===== config.mk =====
export PLATFORM = sky130hd
export DESIGN_NAME = countdown_timer_flat
export DESIGN_NICKNAME = d
export VERILOG_FILES = /design/src/rtl/countdown_timer_if.sv /design/src/rtl/countdown_timer.sv /design/src/flat_wrapper.sv
export SDC_FILE = /design/constraint.sdc
export NUM_CORES = 1
export LEC_CHECK = 0
export ABC_AREA = 1
export BUFFER_PORTS_ARGS = -buffer_cell sky130_fd_sc_hd__clkbuf_2
export CAP_MARGIN = 20
export CORE_MARGIN = 3
export CORE_UTILIZATION = 25
export CTS_CLUSTER_SIZE = 20
export DETAILED_ROUTE_END_ITERATION = 8
export GPL_TIMING_DRIVEN = 1
export HOLD_SLACK_MARGIN = 0.12
export PLACE_DENSITY = 0.48
export SLEW_MARGIN = 0
export SYNTH_ARGS = -nofsm -noshare
export SYNTH_HDL_FRONTEND = slang
export SYNTH_SLANG_ARGS = --single-unit

===== constraint.sdc =====
create_clock -name clk_1Hz -period 3.1 [get_ports clk_1Hz]
set_clock_uncertainty 0.2 [all_clocks]
set_input_delay 0 -clock clk_1Hz [delete_from_list [all_inputs] [get_ports clk_1Hz]]
set_output_delay 0 -clock clk_1Hz [all_outputs]
set_load 0.01 [all_outputs]

===== src/rtl/countdown_timer_if.sv =====
`default_nettype none
// ============================================================================
//  Module      : countdown_timer_if
//  Description : Signal bundle between a game controller and countdown_timer.
//                Carries the load/run/penalty controls towards the timer and
//                the remaining-time, state and alarm indications back.
//  Modports    : master - controller side (drives controls, reads status)
//                slave  - timer side (reads controls, drives status)
//  Revision    : 1.0 - initial release
// ============================================================================
interface countdown_timer_if;
    logic        load;
    logic [4:0]  load_minutes;
    logic [5:0]  load_seconds;
    logic        run;
    logic        penalty;
    logic [10:0] remaining;
    logic [4:0]  minutes;
    logic [5:0]  seconds;
    logic [1:0]  state;
    logic        warning;
    logic        expired;
    logic        expire_pulse;

    modport master (
        output load, load_minutes, load_seconds, run, penalty,
        input  remaining, minutes, seconds, state, warning, expired, expire_pulse
    );

    modport slave (
        input  load, load_minutes, load_seconds, run, penalty,
        output remaining, minutes, seconds, state, warning, expired, expire_pulse
    );
endinterface
`default_nettype wire


===== src/rtl/countdown_timer.sv =====
`default_nettype none
// ============================================================================
//  Module      : countdown_timer
//  Description : Game clock ticking at 1 Hz. A loaded budget (mm:ss, clamped)
//                counts down while run is high; a penalty removes extra
//                seconds. Reaching zero enters EXPIRED with a one-cycle pulse.
//  Ports       : clk_1Hz      - one-second tick clock (rising edge)
//                reset        - asynchronous, active-high
//                bus (slave)  - load, load_minutes, load_seconds, run, penalty
//                               in; remaining, minutes, seconds, state,
//                               warning, expired, expire_pulse out
//  Revision    : 1.0 - initial release
// ============================================================================
module countdown_timer #(
    parameter int MAX_MINUTES     = 30,
    parameter int WARN_SECONDS    = 60,
    parameter int PENALTY_SECONDS = 10
) (
    input  wire logic          clk_1Hz,
    input  wire logic          reset,
    countdown_timer_if.slave   bus
);

    localparam logic [1:0]  c_IDLE    = 2'd0;
    localparam logic [1:0]  c_PAUSED  = 2'd1;
    localparam logic [1:0]  c_RUNNING = 2'd2;
    localparam logic [1:0]  c_EXPIRED = 2'd3;

    localparam logic [4:0]  c_MAX_MIN = 5'(MAX_MINUTES);
    localparam logic [10:0] c_WARN    = 11'(WARN_SECONDS);
    localparam logic [10:0] c_PEN     = 11'(PENALTY_SECONDS);
    localparam logic [5:0]  c_PEN_S   = 6'(PENALTY_SECONDS);

    logic [1:0]  r_state;
    logic [10:0] r_remaining;
    logic [4:0]  r_minutes;
    logic [5:0]  r_seconds;
    logic        r_warning;
    logic        r_expire_pulse;

    logic [1:0]  w_nxt_state;
    logic [10:0] w_nxt_rem;
    logic [4:0]  w_nxt_min;
    logic [5:0]  w_nxt_sec;
    logic        w_nxt_warn;
    logic        w_nxt_pulse;

    // Clamped load budget. Over-range minutes pin the budget to MAX:00.
    logic        w_min_over;
    logic [4:0]  w_ld_min;
    logic [5:0]  w_ld_sec;
    logic [10:0] w_ld_rem;

    assign w_min_over = (bus.load_minutes > c_MAX_MIN);
    assign w_ld_min   = w_min_over ? c_MAX_MIN : bus.load_minutes;
    assign w_ld_sec   = w_min_over ? 6'd0
                      : ((bus.load_seconds > 6'd59) ? 6'd59 : bus.load_seconds);
    assign w_ld_rem   = {6'd0, w_ld_min} * 11'd60 + {5'd0, w_ld_sec};

    // Seconds removed on a running tick (at most 60, so one borrow suffices).
    logic [10:0] w_dec;
    logic [5:0]  w_dec_s;

    assign w_dec   = bus.penalty ? (11'd1 + c_PEN)   : 11'd1;
    assign w_dec_s = bus.penalty ? (6'd1  + c_PEN_S) : 6'd1;

    always_comb begin
        w_nxt_state = r_state;
        w_nxt_rem   = r_remaining;
        w_nxt_min   = r_minutes;
        w_nxt_sec   = r_seconds;
        w_nxt_pulse = 1'b0;

        if (bus.load) begin
            if (w_ld_rem == 11'd0) begin
                w_nxt_state = c_EXPIRED;
                w_nxt_rem   = 11'd0;
                w_nxt_min   = 5'd0;
                w_nxt_sec   = 6'd0;
                w_nxt_pulse = 1'b1;
            end else begin
                w_nxt_state = c_PAUSED;
                w_nxt_rem   = w_ld_rem;
                w_nxt_min   = w_ld_min;
                w_nxt_sec   = w_ld_sec;
            end
        end else begin
            case (r_state)
                c_PAUSED: begin
                    if (bus.run) begin
                        w_nxt_state = c_RUNNING;
                    end
                end
                c_RUNNING: begin
                    if (!bus.run) begin
                        w_nxt_state = c_PAUSED;
                    end else if (r_remaining > w_dec) begin
                        w_nxt_rem = r_remaining - w_dec;
                        // mm:ss tracked alongside the total so no divider is
                        // needed; remaining > dec guarantees minutes >= 1 on borrow.
                        if (r_seconds >= w_dec_s) begin
                            w_nxt_sec = r_seconds - w_dec_s;
                        end else begin
                            w_nxt_min = r_minutes - 5'd1;
                            w_nxt_sec = r_seconds + 6'd60 - w_dec_s;
                        end
                    end else begin
                        w_nxt_state = c_EXPIRED;
                        w_nxt_rem   = 11'd0;
                        w_nxt_min   = 5'd0;
                        w_nxt_sec   = 6'd0;
                        w_nxt_pulse = 1'b1;
                    end
                end
                default: begin
                    // IDLE and EXPIRED both hold a zero budget.
                    w_nxt_rem = 11'd0;
                    w_nxt_min = 5'd0;
                    w_nxt_sec = 6'd0;
                end
            endcase
        end

        w_nxt_warn = ((w_nxt_state == c_PAUSED) || (w_nxt_state == c_RUNNING))
                   && (w_nxt_rem != 11'd0) && (w_nxt_rem <= c_WARN);
    end

    always_ff @(posedge clk_1Hz or posedge reset) begin
        if (reset) begin
            r_state        <= c_IDLE;
            r_remaining    <= 11'd0;
            r_minutes      <= 5'd0;
            r_seconds      <= 6'd0;
            r_warning      <= 1'b0;
            r_expire_pulse <= 1'b0;
        end else begin
            r_state        <= w_nxt_state;
            r_remaining    <= w_nxt_rem;
            r_minutes      <= w_nxt_min;
            r_seconds      <= w_nxt_sec;
            r_warning      <= w_nxt_warn;
            r_expire_pulse <= w_nxt_pulse;
        end
    end

    assign bus.state        = r_state;
    assign bus.remaining    = r_remaining;
    assign bus.minutes      = r_minutes;
    assign bus.seconds      = r_seconds;
    assign bus.warning      = r_warning;
    assign bus.expired      = (r_state == c_EXPIRED);
    assign bus.expire_pulse = r_expire_pulse;

endmodule
`default_nettype wire

===== src/flat_wrapper.sv =====
// flat-port wrapper written by rule: the top's interface ports become plain ports
module countdown_timer_flat 
#(
    parameter int MAX_MINUTES     = 30,
    parameter int WARN_SECONDS    = 60,
    parameter int PENALTY_SECONDS = 10
)
  (clk_1Hz, reset, bus_load, bus_load_minutes, bus_load_seconds, bus_run, bus_penalty, bus_remaining, bus_minutes, bus_seconds, bus_state, bus_warning, bus_expired, bus_expire_pulse);
  countdown_timer_if bus_i ();
  input  wire logic clk_1Hz;
  input  wire logic reset;
  input wire logic [$bits(bus_i.load)-1:0] bus_load;
  input wire logic [$bits(bus_i.load_minutes)-1:0] bus_load_minutes;
  input wire logic [$bits(bus_i.load_seconds)-1:0] bus_load_seconds;
  input wire logic [$bits(bus_i.run)-1:0] bus_run;
  input wire logic [$bits(bus_i.penalty)-1:0] bus_penalty;
  output wire logic [$bits(bus_i.remaining)-1:0] bus_remaining;
  output wire logic [$bits(bus_i.minutes)-1:0] bus_minutes;
  output wire logic [$bits(bus_i.seconds)-1:0] bus_seconds;
  output wire logic [$bits(bus_i.state)-1:0] bus_state;
  output wire logic [$bits(bus_i.warning)-1:0] bus_warning;
  output wire logic [$bits(bus_i.expired)-1:0] bus_expired;
  output wire logic [$bits(bus_i.expire_pulse)-1:0] bus_expire_pulse;
  assign bus_i.load = bus_load;
  assign bus_i.load_minutes = bus_load_minutes;
  assign bus_i.load_seconds = bus_load_seconds;
  assign bus_i.run = bus_run;
  assign bus_i.penalty = bus_penalty;
  assign bus_remaining = bus_i.remaining;
  assign bus_minutes = bus_i.minutes;
  assign bus_seconds = bus_i.seconds;
  assign bus_state = bus_i.state;
  assign bus_warning = bus_i.warning;
  assign bus_expired = bus_i.expired;
  assign bus_expire_pulse = bus_i.expire_pulse;
  countdown_timer #(.MAX_MINUTES(MAX_MINUTES), .WARN_SECONDS(WARN_SECONDS), .PENALTY_SECONDS(PENALTY_SECONDS)) u_core (.clk_1Hz(clk_1Hz), .reset(reset), .bus(bus_i));
endmodule

Word-level counts from Yosys, hierarchy flattened
Index checks and enable logic that the tools add are counted.
{"block": "op_classes", "addsub": 6, "mul": 1, "magnitude_cmp": 5, "n_eq_ne": 8, "mux": 33, "reduce_logical": 7}
{"operator": "$mux 11", "count": 4}
{"operator": "$mux 6", "count": 7}
{"operator": "$mux 5", "count": 6}
{"operator": "$pmux 11 s2", "count": 1}
{"operator": "$pmux 6 s2", "count": 1}
{"operator": "$sub 6x6->6", "count": 2}
{"operator": "$add 11x6->11", "count": 1}
{"operator": "$gt 11x11->1", "count": 1}
{"operator": "$le 11x6->1 const B", "count": 1}
{"operator": "$logic_not 11->1", "count": 1}
{"operator": "$reduce_bool 11->1", "count": 1}
{"operator": "$sub 11x11->11", "count": 1}
{"operator": "$mux 2", "count": 5}
{"operator": "$pmux 5 s2", "count": 1}
{"operator": "$mul 5x4->9 const B", "count": 1}
{"operator": "$mux 4", "count": 2}
{"operator": "$add 6x6->6 const B", "count": 1}
{"operator": "$eq 2x2->1 const B", "count": 3}
{"operator": "$ge 6x6->1", "count": 1}
{"operator": "$gt 6x6->1 const B", "count": 1}
{"operator": "$gt 5x5->1 const B", "count": 1}
{"operator": "$mux 1", "count": 5}
{"operator": "$sub 5x1->5 const B", "count": 1}
{"operator": "$eq 2x1->1 const B", "count": 2}
{"operator": "8 further kinds", "count": 9}
{"block": "totals", "reg_bits": 26, "input_bits": 16, "output_inout_bits": 27, "elab_cells": 66}

Logic depth before layout (Yosys ltp)
Gate-level depths: netlist of run 1.
{"block": "depth", "word_depth": 11, "ltp_mapped": 29, "mapped_depth_nobuf": 29}

Worst setup path before layout of run 1
No wires, ideal clock.
{"block": "synth_timing", "path_type": "input to register", "startpoint": "input bus_load_minutes[1]", "endpoint": "register u_core.r_minutes[3], in the netlist u_core.bus.minutes[3]", "setup_ns": 0.126, "arrival_ns": 3.814, "required_time_ns": 2.774, "setup_slack_ns": -1.040, "cell_stages": 27, "n_path_buf": 0, "path_cell_list": "ha_1 nand2_1 inv_1 o21ai_0 inv_1 nor2_1 inv_1 fa_1 fa_1 inv_1 fa_1 inv_1 ha_1 nand2_1 nand2_1 o21ai_2 inv_1 nand2_1 nand2_1 nand2_1 nand3_2 nor2_4 nand2_2 nand3_1 o21ai_0 nand2_1 o21ai_0"}
{"block": "synth_between", "elab_chain_cells": 7, "elab_cells_between_ends": 8, "classes_between": "1 x add/sub; 1 x mul; 1 x order compare; 4 x mux; 1 x reduce/logical"}
{"element": "start, declared", "line": "flat_wrapper.sv:13", "text": "input wire logic [$bits(bus_i.load_minutes)-1:0] bus_load_minutes;"}
{"element": "$gt 5x5->1", "line": "countdown_timer.sv:54", "text": "assign w_min_over = (bus.load_minutes > c_MAX_MIN);"}
{"element": "$mux 5", "line": "countdown_timer.sv:55", "text": "assign w_ld_min = w_min_over ? c_MAX_MIN : bus.load_minutes;"}
{"element": "$mul 5x4->9", "line": "countdown_timer.sv:58", "text": "assign w_ld_rem = {6'd0, w_ld_min} * 11'd60 + {5'd0, w_ld_sec};"}
{"element": "$add 11x6->11", "line": "countdown_timer.sv:58"}
{"element": "$logic_not 11->1", "line": "countdown_timer.sv:75", "text": "if (w_ld_rem == 11'd0) begin"}
{"element": "$mux 5 *", "line": "countdown_timer.sv:75"}
{"element": "$mux 5 *", "line": "countdown_timer.sv:74", "text": "if (bus.load) begin"}
{"element": "end signal, assigned", "line": "countdown_timer.sv:139", "text": "r_minutes <= w_nxt_min;"}
{"element": "end, declared", "line": "countdown_timer.sv:36", "text": "logic [4:0] r_minutes;"}
Every way passes the cells marked *; elsewhere a longest branch is shown, timed or not.
A chain may end at the register's enable or synchronous reset.

Worst setup path in the final report of run 1
{"block": "layout_timing", "startpoint": "input bus_load_minutes[1]", "endpoint": "register u_core.r_warning, in the netlist u_core.bus.warning"}
{"block": "layout_between", "elab_chain_cells": 11, "elab_cells_between_ends": 17, "classes_between": "1 x add/sub; 1 x mul; 2 x order compare; 2 x eq/ne; 6 x mux; 5 x reduce/logical"}
{"element": "$gt 5x5->1", "line": "countdown_timer.sv:54"}
{"element": "$mux 5", "line": "countdown_timer.sv:55"}
{"element": "$mul 5x4->9", "line": "countdown_timer.sv:58"}
{"element": "$add 11x6->11 *", "line": "countdown_timer.sv:58"}
{"element": "$logic_not 11->1 *", "line": "countdown_timer.sv:75"}
{"element": "$mux 2 *", "line": "countdown_timer.sv:75"}
{"element": "$mux 2 *", "line": "countdown_timer.sv:74"}
{"element": "via u_core.w_nxt_state[1]", "line": "countdown_timer.sv:41", "text": "logic [1:0] w_nxt_state;"}
{"element": "$eq 2x1->1 / $eq 2x2->1 (equally long branches)", "line": "countdown_timer.sv:124", "text": "w_nxt_warn = ((w_nxt_state == c_PAUSED) || (w_nxt_state == c_RUNNING))"}
{"element": "$logic_or 1x1->1 *", "line": "countdown_timer.sv:124"}
{"element": "$logic_and 1x1->1 * (2 in series)", "line": "countdown_timer.sv:125", "text": "&& (w_nxt_rem != 11'd0) && (w_nxt_rem <= c_WARN);"}
{"element": "via u_core.w_nxt_warn", "line": "countdown_timer.sv:45", "text": "logic w_nxt_warn;"}
{"element": "end signal, assigned", "line": "countdown_timer.sv:141", "text": "r_warning <= w_nxt_warn;"}
{"element": "end, declared", "line": "countdown_timer.sv:38", "text": "logic r_warning;"}
The timed path passes the listed nets; every way through them passes the cells marked *.

==> impl_summary.md, run 1 <==
Die
The die covers 0.0138 mm². The width of the chip is approximately 120 µm. From bottom edge to top edge, the die measures about 120 µm.

The placement row count is 40. For this design the top-level I/O count stands at 43. The effective utilization at floorplan is 25.7%. The area inside the core boundary is approximately 0.012 mm².

Route
In the routed layout, each cell is associated on average with a via count of roughly 4.3. The post-detailed-route DRC marker count is 0. After detailed routing, the average wire length per cell comes to about 12 µm. In this run the remaining antenna-violating nets after routing total 0. The final layout contains routed wiring with a total length of ~8600 µm.

The pre-antenna-repair detailed-routing pass consisted of 4 iterations. The violation count after the first detailed-route iteration is roughly 180. The routed layout has 3169 vias.

Place
The total half-perimeter wirelength after legalization and detailed placement is just under 7000 µm. The setup slack at placement is -1.09 ns. The count of input and output buffers is 42. In this run, placement finished with an instance count of 704. Routability-driven placement finished with a final weighted congestion of 0.819.

Min path
The worst hold path belongs to the class primary input to flop.

Worst setup path
The number of cells on the worst reg-to-reg path is 13. The startpoint of the worst-slack reg-to-reg timing path is u_core.bus.remaining[1]. STA classifies the critical path startpoint as a primary input. The worst flop-to-flop path endpoint is u_core.bus.minutes[2].

The worst setup path category is primary input to flop. The maximum fanout along the worst path is 4. For the worst setup path, the data required time is between 3 and 4 ns.

STA puts the critical path data arrival time at about 3.8 ns. The worst setup path is captured at a flop. The slack of the worst reg-to-reg path is roughly 0.5 ns. The termination of the worst setup path is u_core.bus.warning. The critical path starts at bus_load_minutes[1].

Timing
The final hold slack is approximately 0.11 ns. Setup violations remaining at the end of the flow were counted as 18. The routed design could run at a clock period as short as ~3.8 ns. Setup repair after global routing could not meet its margin everywhere. The number of failing hold endpoints at the final stage was 0. The highest clock frequency the design can meet is approximately 0.26 GHz. At the pin with the least slew margin, the transition time is around 0.7 ns.

Dividing the final minimum period by the clock period gives 124%. The smallest setup slack after layout is -0.730 ns. The number of slew-limit violations in the final report is 0. The headroom to the max-slew limit is a little over half.

Run
Across the run, the number of max-cap violations was 0.

Final layout
Cells with a size suffix above 1 make up 31.4% of the layout. The end-of-flow core utilization is 36.1%. The number of fillers in the final layout is between 1000 and 1500. The repair_antennas step left the layout with diodes totalling 0. The finished layout holds 734 standard cells, fillers aside. The multi-input logic area is 0.00232 mm².

The sequential cells in the finished layout cover a total of about 650 µm². The synthesis-to-layout area growth is 40.2%. For this run, the post-layout net count is 625.

Power
For this design the static power due to leakage is between 0.002 and 0.0025 µW. VDD sags by at most 309 µV. The power per standard cell area is a little over 700 mW/mm².

Yosys
Counting flops with a built-in enable in the synthesized netlist gives 0. By count the netlist is led by 117 x nand2_1, 76 x inv_1, 38 x nand3_1, 38 x nor2_1, 32 x ha_1. After synthesis, the cell types taking the most area are dfrtp_1 21%, nand2_1 14%, ha_1 13%.

Among all cell types in the netlist, the one instantiated most often is nand2_1. Summing the sequential cell areas from Yosys gives about a fifth of the chip area. The number of nets handed over by synthesis was a little over 500.

The cell accounting for the most synthesized area is dfrtp_1. Each instance of the synthesized netlist takes up on average approximately 6.8 µm². The most used flip-flop cell after synthesis is dfrtp_1. The flip-flop and latch count after synthesis is 26.

The gate count of the mapped netlist is 460. The top cell type's share of synthesized area is 20.9%. The proportion of register bits with asynchronous set or reset after synthesis is 100%. Summing every instance area after synthesis gives about 0.0031 mm². For this run, the number of Yosys warnings is 0. The number of library cell types mapped by synthesis is between 40 and 50.

CTS
The level count of the clock H-tree is 1. The clock-pin slew of the registers on the worst-case setup and hold paths is around 0.07 ns. The number of clock sinks is 26. Clock latency on the worst-skew pair, taken at its later pin, is roughly 0.26 ns. TritonCTS built the clock tree. The clock tree root driver cell is clkbuf_16. In this run, CTS created clock tree buffers numbering 3. The longest clock path from root to sink contains 2 buffers.

Global route
The all-layer global routing usage is 12.4%. The number of antenna violations at the first check in global routing is 0. Entering global routing, the biggest net connects 27 pins. The via count of the first global-routing pass is 3196. The global-route wire length before repair is 14700 µm. The remaining global-route overflow is 0.

Run status
The run finished, with violations left. The checks that failed: negative setup slack.
==> per-stage QoR <==
step,power (µW),TNS (ns),cell area [µm²]
after floorplan,1920,-7.47,3200
after global placement,2530,-12.86,3880
after detailed placement,2560,-14.77,3880
after CTS,3060,-9.49,4250
after global routing,3420,-12.98,4370
final,3090,-9.23,4370
==> area by class of cell <==
type                            count  area share, %
Clock buffer                        3           1.72
Clock inverter                      1          0.687
Inverter                           81           6.96
Multi-Input combinational cell    348           53.0
Sequential cell                    26           14.9
Tap cell                          168           4.81
Timing Repair Buffer              107           17.9
==> cells in the final DEF (no fill, tap or decap), types with 4 or more instances in the layout <==
master / count
nand2_1: 107
inv_1: 69
buf_4: 54
clkbuf_2: 38
nand3_1: 34
nor2_1: 31
ha_1: 28
dfrtp_1: 26
a21oi_1: 19
nand2_2: 17
inv_2: 11
xor2_1: 11
o21ai_0: 11
fa_1: 10
nor2_2: 9
nand4_1: 9
o21ai_1: 9
nand3_2: 8
dlygate4sd3_1: 7
nand2_4: 5
nor2_4: 4
xnor2_1: 4
buf_6: 4
==> state kept, by name, indices dropped and copies added (netlist names) <==
register and count:
u_core.bus.seconds 6, u_core.bus.expire_pulse 1, u_core.bus.warning 1, u_core.bus.state 2
u_core.bus.remaining 11, u_core.bus.minutes 5
==> critical path, cell delays in order <==
cell,delay [ns]
buf_8,0.10
ha_4,0.15
nand2_2,0.06
inv_2,0.04
o21ai_4,0.06
inv_2,0.08
nor2_4,0.09
inv_2,0.05
fa_1,0.48
fa_1,0.52
inv_1,0.06
fa_1,0.49
inv_2,0.05
ha_4,0.28
nand2_4,0.05
nor2_4,0.10
o21ai_2,0.09
nor2_2,0.13
nand2_2,0.09
nand2_1,0.08
nand3_2,0.09
nor2_4,0.20
nand3_4,0.11
nand2_2,0.10
nand2_1,0.05
nand2_1,0.06
nand3_1,0.07
nor2_2,0.10
==> repair_timing <==
action / in CTS / in global routing
hold buffers: 6 / 1
gates cloned: 1 / 0
setup endpoints to repair: 18 / 18
pin swaps: 11 / 12
hold endpoints to repair: 31 / 4
buffers inserted: 13 / 5
gates resized for setup: 24 / 20
==> power by group <==
| part | switching, µW | internal, µW | leakage, µW |
|---|---|---|---|
| Combinational | 1200 | 887 | 0.00193 |
| Clock | 127 | 257 | 0.0000511 |
| Sequential | 157 | 461 | 0.000329 |
==> metal layers <==
layer / routed length [µm] / vias to the layer above / GRT usage [%]
li1: - / 1673 / -
met5: 0 / - / 0
met4: 104 / 0 / 2.20
met2: 4020 / 51 / 21.6
met3: 268 / 10 / 1.97
met1: 4170 / 1435 / 16.5
==> cell families after synthesis <==
| group | synth area share (%) |
|---|---|
| adders and majority gates | 19.3 |
| xor gates and xnor gates | 4.74 |
| and+or+nand+nor | 33.6 |
| DFF | 20.9 |
| buffers and inverters | 10.9 |
| AOI/OAI and AO/OA | 10.6 |
==> worst min path at each step <==
stage                             start                 endpoint  depth (start not counted)
finish                      bus_penalty    u_core.bus.seconds[1]                          5
floorplan                         reset  u_core.bus.expire_pulse                          1
global placement                  reset    u_core.bus.minutes[2]                          2
detailed placement                reset    u_core.bus.minutes[0]                          2
CTS                         bus_penalty    u_core.bus.seconds[1]                          5
global route        bus_load_minutes[0]    u_core.bus.minutes[0]                          7
No activity file was read; power rests on OpenSTA's default activity.
==> run 2: changes to the inputs <==
--- a/config.mk
+++ b/config.mk
@@ -9,12 +9,13 @@
 export BUFFER_PORTS_ARGS = -buffer_cell sky130_fd_sc_hd__clkbuf_2
 export CAP_MARGIN = 20
 export CORE_MARGIN = 3
-export CORE_UTILIZATION = 25
+export CORE_UTILIZATION = 50
 export CTS_CLUSTER_SIZE = 20
 export DETAILED_ROUTE_END_ITERATION = 8
 export GPL_TIMING_DRIVEN = 1
 export HOLD_SLACK_MARGIN = 0.12
-export PLACE_DENSITY = 0.48
+export PLACE_DENSITY = 0.78
+export SKIP_CTS_REPAIR_TIMING = 1
 export SLEW_MARGIN = 0
 export SYNTH_ARGS = -nofsm -noshare
 export SYNTH_HDL_FRONTEND = slang
==> impl_summary.md, run 2 (synthesized netlist as in run 1, its figures left out) <==
Final layout
The multi-input logic area is roughly 0.0023 mm². The most common library cell in the layout ignoring fill and taps is nand2_1. The number of fillers in the final layout is slightly below 500. The sequential cell area is between 600 and 700 µm². In the final design database the tool counted a little over 600 nets. The register with the most flip-flops in the layout has 11 of them. 0 antenna diodes ended up in the layout. With fillers left out, the area of the finished cells amounts to around 0.0041 mm². Cells with a size suffix above 1 make up approximately 30% of the layout. Compared with the post-synthesis result, the final layout area differs by 32.9%. In the layout the commonest cells are 104 x nand2_1, 71 x inv_1, 43 x buf_4.

For this run, the number of standard cells in the final layout without fillers is 630.

Die
The boundary pin count is between 40 and 50. The floorplan step set the die height to ~85 µm. The initialized floorplan defines 28 standard-cell rows. The initial utilization of the core area, before any placement, comes to a little over half. The core region is between 0.005 and 0.006 mm².

The die covers a little over 0.007 mm². The floorplan step set the die width to between 80 and 90 µm.

Worst setup path
Of all nets on the critical path, the largest fanout is 4. The worst setup path category is primary input to flop. The number of cell instances on the worst register-to-register path is 9.

The arrival time of data at the critical path endpoint is ~3.9 ns. The data required time at the worst endpoint is 3.10 ns. In this run the critical register-to-register path is captured at u_core.bus.minutes[3].

STA classifies the critical path startpoint as a primary input. The peak per-stage delay on the critical path is 0.52 ns. For flop-to-flop paths, the worst setup slack is approximately 0.54 ns. Among all stages on the critical path, the largest delay is contributed by fa_1. The kind of end point of the critical path is a flop. The startpoint identified for the worst register-to-register timing path is u_core.bus.state[1]. The most prevalent standard cell on the critical path is inv_2.

Min path
The hold-critical path depth is 5. The worst min-delay path category is primary input to flop. The worst hold path begins at bus_penalty. The endpoint of the worst hold path is u_core.bus.seconds[1].

Run status
The checks that failed: negative setup slack. The flow ran to the end, but the final reports show violations.

Route
The post-detailed-route DRC marker count is 0. In this run the remaining antenna-violating nets after routing total 0. The total iterations of the first detailed-routing run is 4. For this block, the via count after detailed routing is around 3300.

The wire length per cell is roughly 13 µm. For this block, the initial DRC count from the detailed router was between 100 and 150. Dividing the detail-routed via count by the number of cells gives roughly 5.2.

Wires add up to between 8000 and 9000 µm.

Power
Dividing total power by cell area gives a power density of between 700 and 800 mW/mm². Summed over all cells, the static leakage comes to roughly 0.0022 µW. The maximum vdd drop is around 450 µV.

Place
The total placed cells including tap cells is approximately 600. The weighted congestion at the end of routability-driven global placement is ~0.9. The count of input and output buffers is 42. The total half-perimeter wirelength after legalization and detailed placement is 6170 µm. Once placement finished, the instance area stood at around 0.0037 mm².

CTS
Buffers inserted during clock tree synthesis total 3. In this run the deepest clock path goes through 2 buffers. CTS built an H-tree with a depth of 1. In this run the clock root is driven by a clkbuf_8. The clock reaches the later pin of the worst-skew pair after ~0.28 ns. The clock-pin slew of the registers on the worst-case setup and hold paths is about 0.1 ns.

The TritonCTS clock tree is done. The number of clock sinks is 26.

Timing
Measured against its own limit, the worst slew margin works out to 54.4%. The number of slew-limit violations in the final report is 0. The post-layout minimum cycle time is 3.87 ns. Static timing analysis puts the maximum clock frequency at approximately 0.26 GHz. The slew at the pin closest to its max-slew limit is between 0.6 and 0.7 ns. The number of failing hold endpoints at the final stage is 0. The post-route clock period utilization is 125%. The count of final setup violators is 18. Setup repair after global routing could not meet its margin everywhere. The final hold slack is slightly above 0.08 ns. The smallest setup slack after layout is -0.772 ns.

Global route
Summed over all layers, the global routing overflow is 0. The via count of the first global-routing pass is approximately 3100. The first global-routing pass estimated roughly 13000 µm of wire. The all-layer global routing usage is around a fifth. The pin count of the biggest net entering global routing is 27.

The number of antenna violations at the first check in global routing is 0.

Run
The total of max-cap violations is 0.
==> run 2: final cells by class <==
type | count | share of cell area (%)
clock buffers | 3 | 0.997
inverters | 81 | 7.34
clock inverters | 1 | 0.725
repair buffers | 96 | 16.8
flip-flops and latches | 26 | 15.7
well taps | 75 | 2.27
multi-input cells | 348 | 56.2
==> run 2: through the flow <==
step	power, µW	util (%)	TNS [ns]	setup slack [ns]
4_1_cts	2770	63.6	-9.41	-0.742
2_1_floorplan	1920	-	-7.47	-0.640
5_1_grt	3250	69.2	-13.20	-0.990
3_3_place_gp	2430	62.4	-11.91	-0.830
3_5_place_dp	2480	62.4	-14.36	-1.04
6_report	2960	69.2	-10.28	-0.772
==> run 2: layer usage <==
layer / GRT usage [%] / wire (µm)
met5: 0 / 0
met4: 5.32 / 117
met3: 2.91 / 365
met2: 37.6 / 4290
met1: 27.2 / 3420
==> run 2: worst max-delay path by stage <==
stage	slack, ns	start	cells after the start	end
finish	-0.77	bus_load_minutes[1]	28	u_core.bus.warning
global route	-0.99	bus_load_minutes[1]	28	u_core.bus.warning
CTS	-0.74	bus_load_minutes[1]	28	u_core.bus.warning
detailed placement	-1.04	bus_load_minutes[1]	27	u_core.bus.minutes[3]
global placement	-0.83	bus_load_minutes[1]	28	u_core.bus.warning
floorplan	-0.64	bus_load_minutes[1]	26	u_core.bus.minutes[3]
==> run 2: power breakdown <==
group          switching, µW  total [µW]  internal, µW
Clock                    111         284           173
Combinational           1220        2070           849
Sequential               151         611           460
==> run 2: critical path: cells and delay by family <==
kind                       cells  cell delay, ns
and+or+nand+nor               15            1.39
buffers and inverters          6            0.39
AOI/OAI and AO/OA              2            0.14
adders and majority gates      5            1.95
==> run 3: changes to the inputs <==
--- a/config.mk
+++ b/config.mk
@@ -8,13 +8,13 @@
 export ABC_AREA = 1
 export BUFFER_PORTS_ARGS = -buffer_cell sky130_fd_sc_hd__clkbuf_2
 export CAP_MARGIN = 20
-export CORE_MARGIN = 3
-export CORE_UTILIZATION = 50
+export CORE_MARGIN = 10
+export CORE_UTILIZATION = 25
 export CTS_CLUSTER_SIZE = 20
 export DETAILED_ROUTE_END_ITERATION = 8
 export GPL_TIMING_DRIVEN = 1
-export HOLD_SLACK_MARGIN = 0.12
-export PLACE_DENSITY = 0.78
+export HOLD_SLACK_MARGIN = 0.1
+export PLACE_DENSITY = 0.48
 export SKIP_CTS_REPAIR_TIMING = 1
 export SLEW_MARGIN = 0
 export SYNTH_ARGS = -nofsm -noshare
==> impl_summary.md, run 3 (synthesized netlist as in run 1, its figures left out) <==
Final layout
The share of cells above drive strength 1 is between 20% and 30%. The total number of nets in the final design is slightly above 600. The number of antenna diodes in the final layout is 0.

The multi-input combinational cells in the finished layout cover a total of ~0.0023 mm². Summing all flip-flop and latch instances after layout gives between 600 and 700 µm². Once layout is complete, the cells apart from fillers number ~720.

Leaving out fill and tap cells, the most frequent cells in the layout are 102 x nand2_1, 70 x inv_1, 44 x buf_4. The flip-flop count of the largest register, all copies and words added is 11. The library cell used most frequently in the layout, excluding fill and tap cells, is nand2_1. The synthesis-to-layout area growth is 35.1%. The number of fillers in the final layout is 1317.

Die
The floorplan step defined a die boundary enclosing ~0.017 mm². The area inside the core boundary is 0.0121 mm². For this configuration, the core starts out at a cell density of 25.7%. During I/O placement, the number of pins put on the boundary was 43. The floorplan has 40 rows. In this run the vertical extent of the chip is roughly 130 µm.

The width of the chip is 132 µm.

CTS
The worst-skew pair later-pin latency is 0.26 ns. The tree is rooted in a clkbuf_16. Clock tree synthesis inserted a total of 3 buffers.

Clock tree synthesis found a total of 26 sinks. Counting along the longest clock path gives a buffer depth of 2. Clock-pin slew was measured on the worst setup and hold paths at 0.07 ns. The level count of the clock H-tree is 1. The TritonCTS clock tree is done.

Worst setup path
STA classifies the critical path startpoint as a primary input. By instance count, the cell type seen most on the critical path is nand2_2. The kind of cell with the highest combined delay along the critical path is adder cells. The arrival time of data at the critical path endpoint is just under 4 ns. Of all nets on the critical path, the largest fanout is 4. At the worst endpoint, the required time is 3.09 ns. The slowest cell on the critical path is fa_1.

The worst setup path category is primary input to flop. The peak per-stage delay on the critical path is a little under 0.6 ns. The sum of buffers and inverters on the critical path is 6. The kind of end point of the critical path is a flop.

Timing
The headroom to the max-slew limit is a little over half. For the pin with the worst max-slew slack, the measured transition is 0.675 ns. The smallest setup slack after layout is -0.836 ns. In the finished design, the share of the clock period the worst path needs comes to 127%.

The sum of negative setup slack is -10.70 ns. Timing would allow up to 0.254 GHz. Setup repair after global routing could not meet its margin everywhere.

The smallest clock period supported by the final layout is computed as between 3 and 4 ns. The number of failing hold endpoints at the final stage is 0. The count of final setup violators is 18. The number of slew-limit violations in the final report is 0.

Global route
The via count of the first global-routing pass is 3119. The all-layer global routing usage is a little under a tenth. The remaining global-route overflow is 0.

The pin count of the biggest net entering global routing is 27. The global-route wire length before repair is 14500 µm. The number of antenna violations at the first check in global routing is 0.

Route
Dividing the detail-routed wire length by the instance count gives roughly 12 µm. The routed design has between 8000 and 9000 µm of wire. Before antenna repair, the detailed router went through 4 iterations. The via density per instance is between 4 and 5. In this run the remaining antenna-violating nets after routing total 0.

The first routing iteration left around 110 violations. Summing over every cut layer, the via total after detailed routing is about 3100. After detailed routing, the number of remaining DRC violations is 0.

Run
The total of max-cap violations is 0.

Place
The setup slack at placement is -1.08 ns. The total half-perimeter wirelength after legalization and detailed placement is 7190 µm. The weighted congestion at the end of routability-driven global placement is around 0.81. The total placed cells including tap cells is between 700 and 800.

The count of input and output buffers is 42.

Run status
The flow ran to the end, but the final reports show violations. The checks that failed: negative setup slack.

Min path
In this run the worst hold path is classified as primary input to flop.

Power
The static leakage is 0.00223 µW. The power per standard cell area is a little over 700 mW/mm². Total power for the finished layout comes to a little over 3000 µW. The maximum vdd drop is 254 µV.
==> run 3: cell count changes in the layout (fill, tap and decap cells not counted), sizes merged <==
cell,change
nand2,-1
dlygate4sd3,-3
==> run 3: final timing paths <==
kind                                    startpoint                        to  slack, ns  depth (start not counted)
setup / recovery               bus_load_minutes[4]        u_core.bus.warning      -0.84                         28
hold / removal                 bus_load_seconds[0]   u_core.bus.remaining[0]       0.06                          7
setup reg to reg           u_core.bus.remaining[1]     u_core.bus.minutes[3]       0.60                         14
hold reg to reg              u_core.bus.minutes[4]     u_core.bus.minutes[4]       0.36                          2
max in group asynchronous                    reset  u_core.bus.remaining[10]       1.78                          5
min in group asynchronous                    reset     u_core.bus.minutes[2]       0.52                          4
==> run 3: layout make-up <==
type | instances | area share [%]
multi-input combinational | 347 | 54.2
clock buffer | 3 | 1.78
timing repair buffer | 93 | 15.6
inverter | 81 | 7.22
tap | 168 | 4.99
clock inverter | 1 | 0.713
sequential | 26 | 15.4
==> run 3: layer usage <==
| metal | part of all wire (%) | vias up | global-route usage (%) | routed length (µm) |
|---|---|---|---|---|
| li1 | - | 1642 | - | - |
| met5 | 0 | - | 0 | 0 |
| met4 | 0.65 | 0 | 1.73 | 55 |
| met3 | 4.4 | 4 | 2.32 | 367 |
| met2 | 46 | 51 | 15.6 | 3860 |
| met1 | 49 | 1391 | 12.5 | 4140 |
==> run 3: where the power goes <==
part / internal, µW / switching [µW]
Combinational: 850 / 1180
Clock: 257 / 129
Sequential: 461 / 157
==> run 3: stage by stage <==
stage                     area [µm²]  util (%)  hold WS (ns)
final                           4210      34.8        0.0615
after global routing            4210      34.8         0.109
after CTS                       3990      32.9        -0.200
after detailed placement        3880      32.1        0.0836
after global placement          3880      32.1        0.0841
after floorplan                 3200         -        -0.160
==> run 3: worst register-to-register path, cell delays in order (launching register included) <==
cell	delay (ns)
dfrtp_1	0.41
ha_1	0.31
nand2_1	0.05
nand2_1	0.11
nand2_1	0.11
nand2_1	0.08
nand2_1	0.08
nand2_2	0.12
nand2_1	0.21
inv_2	0.19
nand2_1	0.06
nand2_1	0.20
inv_1	0.12
nand2_1	0.08
o21ai_0	0.07
